--- src/rtl/cordic_nco_mc.sv ---
// Multi-channel time-multiplexed CORDIC NCO.
// NUM_CH phase accumulators share one pipelined CORDIC rotator, serviced
// round-robin on ce cycles. Output samples carry their channel index.
module cordic_nco_mc #(
   parameter int NUM_CH  = 4,
   parameter int PHASE_W = 32,
   parameter int OUT_W   = 16,
   parameter int STAGES  = 16,
   parameter logic signed [OUT_W-1:0] AMPL = 16'sh4DBA
) (
   input  logic                     clk,
   input  logic                     rst,
   input  logic                     ce,
   input  logic                     cfg_we,
   input  logic                     cfg_sel,
   input  logic [((NUM_CH > 1) ? $clog2(NUM_CH) : 1)-1:0] cfg_ch,
   input  logic [PHASE_W-1:0]       cfg_data,
   input  logic                     sync_in,
   output logic signed [OUT_W-1:0]  sin_out,
   output logic signed [OUT_W-1:0]  cos_out,
   output logic [((NUM_CH > 1) ? $clog2(NUM_CH) : 1)-1:0] ch_out,
   output logic                     valid_out
);

   localparam int CH_W    = (NUM_CH > 1) ? $clog2(NUM_CH) : 1;
   localparam int ANGLE_W = OUT_W + 2;
   localparam int XY_W    = OUT_W + 2;
   localparam logic signed [XY_W-1:0] POS_LIM = XY_W'(2 ** (OUT_W - 1) - 1);
   localparam logic signed [XY_W-1:0] NEG_LIM = -POS_LIM;

   // atan(2^-i)/(2*pi) in units of 2^-18 turn, rescaled to the angle width
   function automatic logic signed [ANGLE_W-1:0] atan_tab(input int i);
      longint t;
      case (i)
         0:  t = 32768;
         1:  t = 19344;
         2:  t = 10221;
         3:  t = 5188;
         4:  t = 2604;
         5:  t = 1303;
         6:  t = 652;
         7:  t = 326;
         8:  t = 163;
         9:  t = 81;
         10: t = 41;
         11: t = 20;
         12: t = 10;
         13: t = 5;
         14: t = 3;
         15: t = 1;
         16: t = 1;
         default: t = 0;
      endcase
      return ANGLE_W'((t << ANGLE_W) >> 18);
   endfunction

   // Undo the half-turn fold: rotating by pi negates the vector
   function automatic logic signed [XY_W-1:0] apply_neg(input logic n,
                                                       input logic signed [XY_W-1:0] v);
      return n ? -v : v;
   endfunction

   // Clamp symmetrically so full scale never wraps to the opposite sign
   function automatic logic signed [OUT_W-1:0] sat(input logic signed [XY_W-1:0] v);
      if (v > POS_LIM)      return POS_LIM[OUT_W-1:0];
      else if (v < NEG_LIM) return NEG_LIM[OUT_W-1:0];
      else                  return v[OUT_W-1:0];
   endfunction

   logic [PHASE_W-1:0] r_acc [NUM_CH];
   logic [PHASE_W-1:0] r_fcw [NUM_CH];
   logic [PHASE_W-1:0] r_off [NUM_CH];
   logic [CH_W-1:0]    r_sel;

   logic signed [XY_W-1:0]    r_x_p   [0:STAGES];
   logic signed [XY_W-1:0]    r_y_p   [0:STAGES];
   logic signed [ANGLE_W-1:0] r_z_p   [0:STAGES];
   logic                      r_neg_p [0:STAGES];
   logic [CH_W-1:0]           r_ch_p  [0:STAGES];
   logic                      r_vld_p [0:STAGES];

   logic signed [OUT_W-1:0] r_sin;
   logic signed [OUT_W-1:0] r_cos;
   logic [CH_W-1:0]         r_ch;
   logic                    r_valid;

   logic [PHASE_W-1:0]        w_phase;
   logic [ANGLE_W-1:0]        w_ang;
   logic                      w_neg;
   logic signed [ANGLE_W-1:0] w_z0;
   logic                      w_unused_lsb;

   assign w_phase = r_acc[r_sel] + r_off[r_sel];
   assign w_ang   = w_phase[PHASE_W-1 -: ANGLE_W];
   // phase bits below the angle resolution are simply dropped
   assign w_unused_lsb = ^w_phase[PHASE_W-ANGLE_W-1:0];
   // angles in the outer half-plane (top bits 01/10) are moved by half a turn
   assign w_neg = w_ang[ANGLE_W-1] ^ w_ang[ANGLE_W-2];
   assign w_z0  = w_neg ? $signed({~w_ang[ANGLE_W-1], w_ang[ANGLE_W-2:0]})
                        : $signed(w_ang);

   // Config registers: a same-cycle service still reads the old value
   always_ff @(posedge clk) begin
      if (rst) begin
         for (int k = 0; k < NUM_CH; k++) begin
            r_fcw[k] <= '0;
            r_off[k] <= '0;
         end
      end else if (cfg_we) begin
         if (cfg_sel) r_off[cfg_ch] <= cfg_data;
         else         r_fcw[cfg_ch] <= cfg_data;
      end
   end

   // Channel sequencer, accumulators and the sample-valid chain
   always_ff @(posedge clk) begin
      if (rst) begin
         for (int k = 0; k < NUM_CH; k++) r_acc[k] <= '0;
         r_sel <= '0;
         for (int i = 0; i <= STAGES; i++) r_vld_p[i] <= 1'b0;
      end else begin
         r_vld_p[0] <= ce & ~sync_in;
         for (int i = 0; i < STAGES; i++) r_vld_p[i+1] <= r_vld_p[i];
         if (sync_in) begin
            for (int k = 0; k < NUM_CH; k++) r_acc[k] <= '0;
            r_sel <= '0;
         end else if (ce) begin
            r_acc[r_sel] <= r_acc[r_sel] + r_fcw[r_sel];
            r_sel <= (r_sel == CH_W'(NUM_CH - 1)) ? '0 : r_sel + 1'b1;
         end
      end
   end

   // Data pipeline: p0 = folded angle, p1..pSTAGES = CORDIC micro-rotations
   always_ff @(posedge clk) begin
      r_x_p[0]   <= XY_W'(AMPL);
      r_y_p[0]   <= '0;
      r_z_p[0]   <= w_z0;
      r_neg_p[0] <= w_neg;
      r_ch_p[0]  <= r_sel;
      for (int i = 0; i < STAGES; i++) begin
         if (!r_z_p[i][ANGLE_W-1]) begin
            r_x_p[i+1] <= r_x_p[i] - (r_y_p[i] >>> i);
            r_y_p[i+1] <= r_y_p[i] + (r_x_p[i] >>> i);
            r_z_p[i+1] <= r_z_p[i] - atan_tab(i);
         end else begin
            r_x_p[i+1] <= r_x_p[i] + (r_y_p[i] >>> i);
            r_y_p[i+1] <= r_y_p[i] - (r_x_p[i] >>> i);
            r_z_p[i+1] <= r_z_p[i] + atan_tab(i);
         end
         r_neg_p[i+1] <= r_neg_p[i];
         r_ch_p[i+1]  <= r_ch_p[i];
      end
   end

   // Output stage: unfold, saturate, hold last sample while idle
   always_ff @(posedge clk) begin
      if (rst) begin
         r_sin   <= '0;
         r_cos   <= '0;
         r_ch    <= '0;
         r_valid <= 1'b0;
      end else begin
         r_valid <= r_vld_p[STAGES];
         if (r_vld_p[STAGES]) begin
            r_sin <= sat(apply_neg(r_neg_p[STAGES], r_y_p[STAGES]));
            r_cos <= sat(apply_neg(r_neg_p[STAGES], r_x_p[STAGES]));
            r_ch  <= r_ch_p[STAGES];
         end
      end
   end

   assign sin_out   = r_sin;
   assign cos_out   = r_cos;
   assign ch_out    = r_ch;
   assign valid_out = r_valid;

endmodule

--- config.mk ---
export PLATFORM = sky130hd
export DESIGN_NAME = cordic_nco_mc
export DESIGN_NICKNAME = d
export VERILOG_FILES = /design/src/rtl/cordic_nco_mc.sv
export SDC_FILE = /design/constraint.sdc
export NUM_CORES = 2
export LEC_CHECK = 0
export ABC_AREA = 1
export BUFFER_PORTS_ARGS = -buffer_cell sky130_fd_sc_hd__buf_2
export CELL_PAD_IN_SITES_DETAIL_PLACEMENT = 1
export CELL_PAD_IN_SITES_GLOBAL_PLACEMENT = 1
export CORE_ASPECT_RATIO = 1.5
export CORE_MARGIN = 2
export CORE_UTILIZATION = 55
export CTS_BUF_LIST = sky130_fd_sc_hd__clkbuf_4 sky130_fd_sc_hd__clkbuf_8
export CTS_CLUSTER_SIZE = 40
export DETAILED_ROUTE_END_ITERATION = 8
export GPL_TIMING_DRIVEN = 0
export PLACE_DENSITY_LB_ADDON = 0.05
export REMOVE_ABC_BUFFERS = 1
export SLEW_MARGIN = 20
export SYNTH_ARGS = -nofsm -noshare
export SYNTH_HDL_FRONTEND = slang
export SYNTH_SLANG_ARGS = --single-unit
--- constraint.sdc ---
create_clock -name clk -period 9 [get_ports clk]
set_input_delay 1.8 -clock clk [delete_from_list [all_inputs] [get_ports clk]]
set_output_delay 1.8 -clock clk [all_outputs]
set_load 0.1 [all_outputs]
; ---- After elaboration in Yosys (flattened, before gate mapping)
; Memories as Yosys holds them, arrays and structs flattened. A register that Yosys moved wholly into a read port is not among the register bits.
; Cells that the tools add are included.
[word_totals]
regBits = 35
output_inout_bits = 35
ram_bits = 1370
mem_count = 9
[op_classes]
bitwise = 73
n_reduce_logical = 4
n_lt_le_gt_ge = 4
addsub = 100
muxes = 174
eq_ne = 1
[mem_list]
columns = name, words, word_bits, rd, rd_clocked_by_memory_dff, write_ports, line
row1 = r_x_p, 17, 18, 17, 0, 17, 75  ; logic signed [XY_W-1:0] r_x_p [0:STAGES];
row2 = r_y_p, 17, 18, 17, 0, 17, 76  ; logic signed [XY_W-1:0] r_y_p [0:STAGES];
row3 = r_z_p, 17, 18, 16, 0, 17, 77  ; logic signed [ANGLE_W-1:0] r_z_p [0:STAGES];
row4 = r_acc, 4, 32, 1, 1, 4, 70  ; logic [PHASE_W-1:0] r_acc [NUM_CH];
row5 = r_fcw, 4, 32, 1, 1, 4, 71  ; logic [PHASE_W-1:0] r_fcw [NUM_CH];
row6 = r_off, 4, 32, 1, 1, 4, 72  ; logic [PHASE_W-1:0] r_off [NUM_CH];
row7 = +3 memories, -, -, -, -, -, -
[ops]
columns = op, count
row1 = $mux 18, 83
row2 = $sub 18x18->18, 18
row3 = $add 18x18->18, 17
row4 = $mux 32, 7
row5 = $reduce_or 32->1, 3
row6 = $mux 1, 70
row7 = $or 1x1->1, 69
row8 = $add 32x32->32, 2
row9 = $mux 16, 4
row10 = $add 18x10->18, 2
row11 = $add 18x11->18, 2
row12 = $add 18x12->18, 2
row13 = $add 18x13->18, 2
row14 = $add 18x14->18, 2
row15 = $add 18x15->18, 2
row16 = $add 18x16->18, 2
row17 = $add 18x17->18, 2
row18 = $add 18x3->18, 2
row19 = $add 18x4->18, 2
row20 = $add 18x5->18, 2
row21 = $add 18x6->18, 2
row22 = $add 18x7->18, 2
row23 = $add 18x8->18, 2
row24 = $add 18x9->18, 2
row25 = 25 further kinds, 53

; ---- Depth between registers and ports, before layout
[depth]
word_depth = 6
mapped_depth = 22
mapped_depth_nobuf = 20

; ---- Worst setup path before layout
; Ideal clock, no wire load.
[synth_timing]
kind = input-to-reg
start = in cfg_ch[0] in the netlist's numbering
end = mem r_fcw[2][0], enable pin
cell_stages = 4
arrival_time_ns = 4.441
path_slack_ns = 4.093
path_buffers = 1
cell_sequence = inv_1 -> nand2_1 -> clkbuf_1 -> o21ai_0
[synth_lines]
columns = item, line
row1 = from (decl), 16  ; input logic [((NUM_CH > 1) ? $clog2(NUM_CH) : 1)-1:0] cfg_ch,
row2 = to (decl), 71

==> flow_results.xml <==
<?xml version="1.0" encoding="UTF-8"?>
<metrics>
  <group name="status">
    <metric name="result_of_the_run" unit="">completed</metric>
  </group>
  <group name="drt">
    <metric name="post-route-drc-count" unit="">0</metric>
    <metric name="totalWireLength" unit="mm">238</metric>
    <metric name="detailroute.via_count" unit="">66600</metric>
    <metric name="wire_per_inst" unit="µm">20.6</metric>
    <metric name="detail_route.iter0.violations" unit="">2812</metric>
    <metric name="vias_per_cell" unit="">5.76</metric>
    <metric name="ant_nets" unit="">0</metric>
    <metric name="first_pass_iters" unit="">6</metric>
  </group>
  <group name="floorplan">
    <metric name="die_height" unit="µm">462</metric>
    <metric name="die-area" unit="µm²">143000</metric>
    <metric name="core_region_area" unit="µm²">139000</metric>
    <metric name="design.portCount" unit="">75</metric>
    <metric name="effective_utilization_at_floorplan" unit="%">55.3</metric>
    <metric name="horizontal_die_dimension" unit="µm">310</metric>
    <metric name="rows" unit="">168</metric>
  </group>
  <group name="timing">
    <metric name="holdWs" unit="ps">316</metric>
    <metric name="timing.setup.tns" unit="ps">0</metric>
    <metric name="rsz0062_at_grt" unit="">no</metric>
    <metric name="timing.clock.skew" unit="ps">61.4</metric>
    <metric name="post-route-period-util" unit="%">55.2</metric>
    <metric name="relSlewSlack" unit="%">27.6</metric>
    <metric name="number_of_hold_violations_in_the_final_report" unit="">0</metric>
    <metric name="fmax" unit="GHz">0.201</metric>
    <metric name="tightestPinTransition" unit="ps">1080</metric>
    <metric name="finalSetupViolCount" unit="">0</metric>
    <metric name="maxSlewViolCount" unit="">0</metric>
    <metric name="post-route-min-period" unit="ps">4970</metric>
  </group>
  <group name="global_routing">
    <metric name="track_usage" unit="%">33.0</metric>
    <metric name="pin_count_of_the_biggest_net_entering_global_routing" unit="">133</metric>
    <metric name="grt_first_pass_wirelength" unit="mm">375</metric>
    <metric name="overflow" unit="">0</metric>
    <metric name="grt_pass1_vias" unit="">73400</metric>
    <metric name="antenna_found_initial" unit="">5</metric>
  </group>
  <group name="clock_network">
    <metric name="hold_buffers" unit="">0</metric>
    <metric name="ctsLongestPathBuffers" unit="">3</metric>
    <metric name="cts-resized-gates" unit="">0</metric>
    <metric name="number_of_buffers_created_by_cts" unit="">197</metric>
    <metric name="cts.htree.levels" unit="">4</metric>
    <metric name="clock_latency" unit="ps">1040</metric>
    <metric name="clock_root_buffer" unit="">clkbuf_8</metric>
    <metric name="clock-sinks" unit="">1291</metric>
    <metric name="clkSlewWorstSetupHoldPaths" unit="ps">70</metric>
    <metric name="cts_tree" unit="">done</metric>
    <metric name="postCtsSetupRepairBufs" unit="">0</metric>
  </group>
  <group name="worst_setup_path">
    <metric name="ff_to_ff_setup_slack" unit="ps">4030</metric>
    <metric name="endpoint_kind" unit="">flip-flop</metric>
    <metric name="worst-path-max-fanout" unit="">30</metric>
    <metric name="start_kind" unit="">flip-flop</metric>
    <metric name="startpoint" unit="">r_z_p[8][17]</metric>
    <metric name="required_time_of_the_critical_path" unit="ps">9910</metric>
    <metric name="reg2reg_from" unit="">r_z_p[8][17]</metric>
    <metric name="critical_path.reg2reg.endpoint" unit="">r_x_p[9][15]</metric>
    <metric name="timing.reg2reg.worst_path_depth" unit="">14</metric>
    <metric name="worstSetupEndpoint" unit="">r_x_p[9][15]</metric>
    <metric name="timing_worst_setup_path_type" unit="">flip-flop to flip-flop</metric>
    <metric name="worst_ep_arrival_time" unit="ps">5880</metric>
  </group>
  <group name="logic_synthesis">
    <metric name="synth_seq_cells" unit="">1291</metric>
    <metric name="synth.lib_cells_used.distinct" unit="">57</metric>
    <metric name="syn_area_per_cell" unit="µm²">8.20</metric>
    <metric name="postSynth.topFlopCell" unit="">dfxtp_1</metric>
    <metric name="synthesis.yosys.warnings" unit="">0</metric>
    <metric name="synth_seq_area_share" unit="%">38.5</metric>
    <metric name="synthesis.area" unit="µm²">77100</metric>
    <metric name="netlist_instances" unit="">9391</metric>
    <metric name="synth_enable_flop_cells" unit="">384</metric>
    <metric name="async_flop_share" unit="%">0</metric>
  </group>
  <group name="min_path">
    <metric name="holdCritPathClass" unit="">flip-flop to flip-flop</metric>
  </group>
  <group name="layout">
    <metric name="layout.filler_cells" unit="">17000</metric>
    <metric name="area_growth_syn_to_layout" unit="%">9.67</metric>
    <metric name="nets" unit="">10400</metric>
    <metric name="mostFrequentLayoutCell" unit="">nand2_1</metric>
    <metric name="final_area" unit="µm²">84500</metric>
    <metric name="leading_cell_types_in_the_layout_fill_and_taps_excluded" unit="">nand2_1 (1,590), nor2_1 (1,059), inv_1 (931)</metric>
    <metric name="final_layout_size_suffix_gt1_share" unit="%">6.08</metric>
  </group>
  <group name="placed_design">
    <metric name="dp_hpwl" unit="mm">183</metric>
    <metric name="dpl-instance-area" unit="µm²">79900</metric>
    <metric name="io_buffer_count" unit="">74</metric>
    <metric name="gp_congestion" unit="">0.936</metric>
  </group>
  <group name="job">
    <metric name="drv_cap" unit="">0</metric>
  </group>
</metrics>
-- worst max-delay path, cell delays in order (launching register included) --
cell and delay (ps):
dfxtp_1 840, clkinv_1 1100, nand2_1 450, nand2_1 170
xor2_1 180, ha_1 490, nand2_1 120, nor2_1 190
nand4_1 350, nor2_1 210, nor2_1 100, o21bai_1 300
nand3_1 110, nand2_1 90, xor2_1 160
-- synthesized netlist by cell type, types with 25 or more instances --
| cell type | instances | area [µm²] |
|---|---|---|
| nand3_1 | 346 | 1730 |
| o31ai_1 | 52 | 390 |
| dfxtp_1 | 907 | 18200 |
| fa_1 | 44 | 881 |
| o22ai_1 | 95 | 594 |
| a21oi_1 | 762 | 3810 |
| xor2_1 | 606 | 5310 |
| o21bai_1 | 42 | 315 |
| nor2_1 | 1059 | 3980 |
| o211ai_1 | 28 | 210 |
| xnor2_1 | 235 | 2060 |
| o21ai_1 | 59 | 295 |
| o21ai_0 | 616 | 3080 |
| nand2_1 | 1607 | 6030 |
| nand4_1 | 79 | 494 |
| a31oi_1 | 48 | 300 |
| ha_1 | 826 | 10300 |
| edfxtp_1 | 384 | 11500 |
| nor3_1 | 151 | 756 |
| clkbuf_1 | 143 | 537 |
| a21o_1 | 60 | 450 |
| a21boi_0 | 45 | 338 |
| inv_1 | 939 | 3520 |
| nand2_2 | 25 | 156 |
| o2111ai_1 | 29 | 254 |
-- state kept, by name, indices dropped and copies added (netlist names), named ones only --
register   cells
ch_out         2
cos_out       16
r_acc        128
r_ch_p        34
r_fcw        128
r_neg_p       17
r_off        128
r_sel          2
r_vld_p       17
r_x_p        261
r_y_p        270
r_z_p        269
sin_out       16
valid_out      1
-- cell type report --
cell class                 count  area [µm²]  area share, %
inverter                     951        3590           4.25
timing repair buffer         105        1110           1.31
clock buffer                 295        3680           4.36
multi-input combinational   6981       43200           51.1
sequential                  1291       29700           35.1
antenna                        5        12.5         0.0148
clock inverter                70         871           1.03
tap                         1870        2340           2.77
-- logic make-up (layout without fill, tap and decap cells) --
kind of cell | after synthesis | after routing | share of synthesized area, %
adder cells (fa/ha/maj) | 870 | 870 | 14.6
flip-flops | 1291 | 1291 | 38.5
other | 1 | 6 | 0.00487
XOR/XNOR | 843 | 843 | 9.60
buffers and inverters | 1119 | 1421 | 5.55
AND/OR/NAND/NOR | 3337 | 3337 | 17.7
AO/OA/AOI/OAI | 1930 | 1930 | 14.1
-- metrics by stage --
step | worst slack [ps] | instances | utilization (%)
global placement | -4550 | 11200 | 56.7
global route | 3760 | 11600 | 60.6
finish | 4030 | 11600 | 60.6
detailed placement | 3940 | 11200 | 57.4
CTS | 3920 | 11600 | 60.6
floorplan | 1290 | 9223 | -
-- how the worst min path moves through the flow --
stage	start	endpoint	slack [ps]	cells past startpoint
floorplan	r_ch_p[9][0]	r_ch_p[10][0]	310	0
global route	r_neg_p[0][1]	r_neg_p[0][2]	320	0
finish	r_z_p[0][9]	r_z_p[1][9]	320	0
CTS	r_z_p[11][0]	r_z_p[12][0]	310	0
global placement	r_neg_p[0][3]	r_neg_p[0][4]	310	0
detailed placement	r_z_p[1][0]	r_z_p[2][0]	310	0
-- layer usage --
layer  wire (µm)  share of wire, %  global-route usage, %
met5          27             0.011                      0
met4       19300               8.1                   25.1
met3        9200               3.9                   4.83
met2      129000                54                   64.0
met1       80800                34                   30.3
Power is not shown: default switching activity piles up to over one toggle a cycle in this logic, so the estimate is an artifact.
